File: src/rtl/machine_ctl.sv
// Eight-phase instruction sequencer for the 8-bit RISC core: fetch, opcode latch, and ALU/acc/PC/IR/bus strobes.
// Optional retired-instruction counter enabled by defining INSTR_COUNT_EN (otherwise instr_cnt is tied to 0).
module machine_ctl #(
  parameter int CNT_W = 16
) (
  input  logic             clk,
  input  logic             rst_n,
  input  logic             ena,
  input  logic [2:0]       opcode,
  input  logic             zero,
  output logic             load_ir,
  output logic             rd,
  output logic             wr,
  output logic             inc_pc,
  output logic             load_pc,
  output logic             alu_ena,
  output logic             load_acc,
  output logic             datactl_ena,
  output logic             halt,
  output logic [2:0]       state,
  output logic [CNT_W-1:0] instr_cnt
);

  localparam logic [2:0] S0 = 3'd0, S1 = 3'd1, S2 = 3'd2, S3 = 3'd3;
  localparam logic [2:0] S4 = 3'd4, S5 = 3'd5, S6 = 3'd6, S7 = 3'd7;

  localparam logic [2:0] OP_HLT  = 3'b000, OP_SKZ  = 3'b001, OP_ADD = 3'b010, OP_ANDD = 3'b011;
  localparam logic [2:0] OP_XORR = 3'b100, OP_LDA  = 3'b101, OP_STO = 3'b110, OP_JMP  = 3'b111;

  logic [2:0] state_q, state_d;
  logic [2:0] op_q, op_d;
  logic       zero_q, zero_d;
  logic       halted_q, halted_d;
  logic       run;

  assign run = ena & ~halted_q;

  always_comb begin
    state_d  = state_q;
    op_d     = op_q;
    zero_d   = zero_q;
    halted_d = halted_q;
    if (run) begin
      // HLT parks the sequencer in S3 instead of advancing
      if (state_q == S3 && op_q == OP_HLT) begin
        halted_d = 1'b1;
      end else begin
        state_d = state_q + 3'd1;
      end
      if (state_q == S2) begin
        op_d   = opcode;
        zero_d = zero;
      end
    end
  end

  always_ff @(posedge clk) begin
    if (!rst_n) begin
      state_q  <= S0;
      op_q     <= OP_HLT;
      zero_q   <= 1'b0;
      halted_q <= 1'b0;
    end else begin
      state_q  <= state_d;
      op_q     <= op_d;
      zero_q   <= zero_d;
      halted_q <= halted_d;
    end
  end

`ifdef INSTR_COUNT_EN
  logic [CNT_W-1:0] cnt_q, cnt_d;

  always_comb begin
    cnt_d = cnt_q;
    if (run && state_q == S7) begin
      cnt_d = cnt_q + 1'b1;
    end
  end

  always_ff @(posedge clk) begin
    if (!rst_n) begin
      cnt_q <= '0;
    end else begin
      cnt_q <= cnt_d;
    end
  end

  assign instr_cnt = cnt_q;
`else
  assign instr_cnt = '0;
`endif

  logic is_alu;
  logic s_load_ir, s_rd, s_wr, s_inc_pc, s_load_pc, s_alu_ena, s_load_acc, s_datactl;
  logic gate;

  assign is_alu = (op_q == OP_ADD) || (op_q == OP_ANDD) || (op_q == OP_XORR) || (op_q == OP_LDA);

  always_comb begin
    s_load_ir  = 1'b0;
    s_rd       = 1'b0;
    s_wr       = 1'b0;
    s_inc_pc   = 1'b0;
    s_load_pc  = 1'b0;
    s_alu_ena  = 1'b0;
    s_load_acc = 1'b0;
    s_datactl  = 1'b0;
    unique case (state_q)
      S0: begin
        s_rd      = 1'b1;
        s_load_ir = 1'b1;
      end
      S1: begin
        s_rd      = 1'b1;
        s_load_ir = 1'b1;
        s_inc_pc  = 1'b1;
      end
      S2: ;
      S3: s_inc_pc = (op_q != OP_HLT);
      S4: begin
        s_rd      = is_alu;
        s_inc_pc  = (op_q == OP_SKZ) && zero_q;
        s_load_pc = (op_q == OP_JMP);
        s_datactl = (op_q == OP_STO);
      end
      S5: begin
        s_rd      = is_alu;
        s_alu_ena = is_alu;
        s_inc_pc  = (op_q == OP_SKZ) && zero_q;
        s_load_pc = (op_q == OP_JMP);
        s_datactl = (op_q == OP_STO);
        s_wr      = (op_q == OP_STO);
      end
      S6: begin
        s_rd       = is_alu;
        s_load_acc = is_alu;
        s_datactl  = (op_q == OP_STO);
      end
      S7: ;
      default: ;
    endcase
  end

  // Strobes are suppressed while frozen, halted or in reset
  assign gate        = ena & rst_n & ~halted_q;
  assign load_ir     = s_load_ir  & gate;
  assign rd          = s_rd       & gate;
  assign wr          = s_wr       & gate;
  assign inc_pc      = s_inc_pc   & gate;
  assign load_pc     = s_load_pc  & gate;
  assign alu_ena     = s_alu_ena  & gate;
  assign load_acc    = s_load_acc & gate;
  assign datactl_ena = s_datactl  & gate;
  assign halt        = halted_q & rst_n;
  assign state       = state_q;

endmodule
File: config.mk
export PLATFORM = sky130hd
export DESIGN_NAME = machine_ctl
export DESIGN_NICKNAME = d
export VERILOG_FILES = /design/src/rtl/machine_ctl.sv
export SDC_FILE = /design/constraint.sdc
export NUM_CORES = 1
export LEC_CHECK = 0
export ABC_AREA = 1
export CAP_MARGIN = 10
export CORE_MARGIN = 3
export CORE_UTILIZATION = 45
export CTS_BUF_LIST = sky130_fd_sc_hd__clkbuf_8
export CTS_CLUSTER_DIAMETER = 120
export CTS_CLUSTER_SIZE = 10
export DETAILED_ROUTE_END_ITERATION = 8
export PLACE_DENSITY = 0.87
export SLEW_MARGIN = 20
export SYNTH_ARGS = -nofsm -noshare
export SYNTH_HDL_FRONTEND = slang
export SYNTH_SLANG_ARGS = --single-unit
File: constraint.sdc
create_clock -name clk -period 2.6 [get_ports clk]
set_clock_uncertainty 0.2 [all_clocks]
set_input_delay 0.52 -clock clk [delete_from_list [all_inputs] [get_ports clk]]
set_output_delay 0.52 -clock clk [all_outputs]
set_load 0.02 [all_outputs]
Word-level counts from Yosys, hierarchy flattened --
Index checks and enable logic that the tools add are counted.
Word-level totals: logic and storage cells 54, register bits after elaboration 8
Cells by class: equality and inequality tests 13, reduce and logical (&&, ||, !) cells 14, $add $sub $neg 1, bitwise logic cells 14, muxes and demuxes 8
Operators with widths (number):
- equality test 3 bit (second input constant) | 7
- AND 1 bit | 12
- equality test 3 x 2 -> 1 bit (second input constant) | 4
- equality test 3 x 1 -> 1 bit (second input constant) | 2
- logical NOT 3 bit | 2
- 2-to-1 mux 1 bit | 6
- AND reduction 2 bit | 3
- OR reduction 2 bit | 2
- adder 3 x 1 -> 3 bit (second input constant) | 1
- logical OR 1 bit | 3
- one-hot mux 1 bit (3 select lines) | 1
- nonzero test 3 bit | 1
- OR reduction 3 bit | 1
- logical AND 1 bit | 2
- inverter 1 bit | 2
- one-hot mux 1 bit (2 select lines) | 1

Longest topological paths before layout --
depth after elaboration 6, mapped depth 6, gate-level depth less buffers 6

Worst setup path before layout --
Ideal clock, no wire load.
path kind input-to-output, from input rst_n, to output alu_ena, arrival 1.388 ns, stages on the path 5, setup slack 0.492 ns, cell sequence buf_6 -> nand2_4 -> nor2_8 -> nand2_1 -> nor3_1
On the way: word-level cells in the longest chain between the ends 3
RTL lines:
- from (decl) | RTL line 7 | input logic rst_n,
- AND 1 bit (2 in series) | RTL line 146 | assign gate = ena & rst_n & ~halted_q;
- AND 1 bit | RTL line 152 | assign alu_ena = s_alu_ena & gate;
- to (decl) | RTL line 16 | output logic alu_ena,
Every way passes these cells.

Worst setup path after layout --
from input ena, to output alu_ena
On the way: word-level cells in the longest chain between the ends 3
RTL lines:
- from (decl) | RTL line 8 | input logic ena,
- AND 1 bit (2 in series) | RTL line 146
- AND 1 bit | RTL line 152
Every way passes these cells.

==> reports/metrics.yaml <==
status: "finished clean"
grt_max_degree: 11
cap_violations: 0
overflow: 0
postCtsHoldBufs: 0
endpoint: "alu_ena"
setup.worst_path.start: "ena"
die_area_um2: 2180
dr.pass1.iters: 4
avgRoutedWirePerCell_um: 10.4
synth_area_leaders: "dfxtp_1, buf_4, nand2_1"
ff2ff_setup_slack_ns: 1.06
pre_cts_slack_ns: -0.330
postSynthAreaPerCell_um2: 6.54
required_ns: 1.88
fp-row-count: 14
gp_routability_congestion: 0.770
ant_nets: 0
cts_tree: "done"
grt_usage_pct: 15.6
cts.sinks: 8
yosys_warnings: 0
core_um2: 1540
start_util_pct: 48.4
cp_max_fo: 5
r2r_start: "state[1]"
hold_path.class: "reg -> reg"
critPathKind: "in -> out"
synth_top_area_share_pct: 21.5
drt_wl_total_mm: 1.58
max_stage_delay_ns: 0.54
path_delay_family: "buffers and inverters"
drt_iter0_markers: 16
cts_buffers: 3
timing.fmax_mhz: 400
maxSlewViolCount: 0
r2r_cells: 5
root_buffer: "clkbuf_8"
vias: 703
final_layout_size_suffix_gt1_share_pct: 18.4
yosysUniqueCellTypes: 23
synthCells: 114
post_cts_buffers: 0
critPathSlowestCell: "clkdlybuf4s50_1"
clk_pin_slew_ns: 0.04
diodes: 0
rsz0062_at_grt: "no"
arrival_ns: 1.78
setup_ws_ns: 0.103
routed-wl-met3_um: 102
start_kind: "primary input"
crit_buf_inv: 2
period_needed_ns: 2.50
crit_chain: "clkdlybuf4s50_1 -> nand2_4 -> nor2_8 -> nand2_1 -> nor3_1 -> buf_2"
finalSetupViolCount: 0
utilization_pct: 58.4
port_buffers: 18
worstReg2RegEnd: "zero_q"
dp_hpwl_mm: 1.26
ys_seq_area_share_pct: 21.5
cp-end-kind: "primary output"
synth-seq-cells: 8
cp.depth: 6
leakagePower_nw: 0.474
grt_pass1_wl_mm: 2.50
period_share_pct: 96.0
grt_pass1_vias: 578
top_layer: "met3"
yosysTopAreaCell: "dfxtp_1"
peakVddDrop_mv: 0.354
viasPerCell: 4.63
hold_viol_final: 0
placed_area_um2: 893
final_area_um2: 900
die_w_um: 46.7
insertion_delay_ns: 0.23
syn2layout_area_growth_pct: 20.6
setup-tns-final_ns: 0
synth_area_um2: 746
wl_met1_um: 713
drc: 0
final_nets: 150
antenna_found_initial: 0
die_y_um: 46.7
power_density_nw_per_um2: 469
mostFrequentLayoutCells: "nand2_1, nor2_1, conb_1, inv_1, clkdlybuf4s50_1"
clk_path_buf_depth: 2
final_common_cell: "nand2_1"
htree_levels: 1
ios: 35
wl_met2_um: 763
[metal layers]
layer	vias up	global-route usage [%]
li1	366	-
met5	-	0
met3	0	5.86
met2	23	25.0
met4	0	0
met1	314	21.4
[worst min path at each step]
stage | from | depth (start not counted) | slack [ns] | to
after CTS | op_q[2] | 2 | 0.32 | op_q[2]
final | op_q[2] | 2 | 0.32 | op_q[2]
after floorplan | zero_q | 2 | 0.26 | zero_q
after global routing | zero_q | 2 | 0.34 | zero_q
after detailed placement | zero_q | 2 | 0.32 | zero_q
after global placement | zero_q | 2 | 0.28 | zero_q
[metrics by stage]
| stage | power, mW | hold WS [ns] | cells |
|---|---|---|---|
| after floorplan | 0.256 | 0.255 | 129 |
| final | 0.422 | 0.316 | 152 |
| after global routing | 0.448 | 0.336 | 152 |
| after global placement | 0.275 | 0.283 | 149 |
| after detailed placement | 0.278 | 0.317 | 149 |
| after CTS | 0.425 | 0.322 | 152 |
[worst min-delay path, cell delays in order, from the launching register on]
cell and delay [ns]:
dfxtp_1 0.32, nor2_1 0.10, nor2_1 0.05
[power breakdown]
| part | internal, mW | switching (mW) | total (mW) |
|---|---|---|---|
| registers | 0.133 | 0.0129 | 0.145 |
| logic | 0.0468 | 0.0830 | 0.130 |
| clock network | 0.100 | 0.0464 | 0.146 |
| total | 0.279 | 0.142 | 0.422 |
[logic make-up (layout without fill, tap and decap cells)]
family | count (synthesis) | count (layout) | share of synthesized area [%]
other | 1 | 16 | 0.503
flip-flops | 8 | 8 | 21.5
adder cells (fa/ha/maj) | 5 | 5 | 8.39
buffers and inverters | 36 | 43 | 27.2
AND/OR/NAND/NOR | 57 | 57 | 37.4
AO/OA/AOI/OAI | 7 | 7 | 5.03
[cell type report]
class	instances	area [um2]
clock buffer	3	41.3
fill	141	642
inverter	19	71.3
multi-input combinational	85	439
sequential	8	161
tap	16	20.0
timing repair buffer	21	166
[cell usage after synthesis]
library cell and n:
nor3_1 3, nor2_8 1, nor2_1 17, ha_1 5
o21ai_0 1, nor3_2 1, o211ai_1 1, buf_4 16
nand3_2 1, inv_2 4, a21oi_1 3, dfxtp_1 8
or2_2 1, nand2_2 1, o21ai_1 2, nand2_4 1
nand3_1 6, inv_1 15, nand4_1 4, buf_6 1
nand2_1 20, nor2_2 1, conb_1 1
[flip-flops by register name, summed over array words and instances, names as in the netlist]
name and cells:
halted_q 1, op_q 3, state 3, zero_q 1
[what timing repair did]
item | CTS | global route
hold endpoints to repair | 0 | 0
cloned | 0 | 0
resized for setup | 13 | 16
setup endpoints to repair | 9 | 8
No activity file was read; power rests on OpenSTA's default activity.
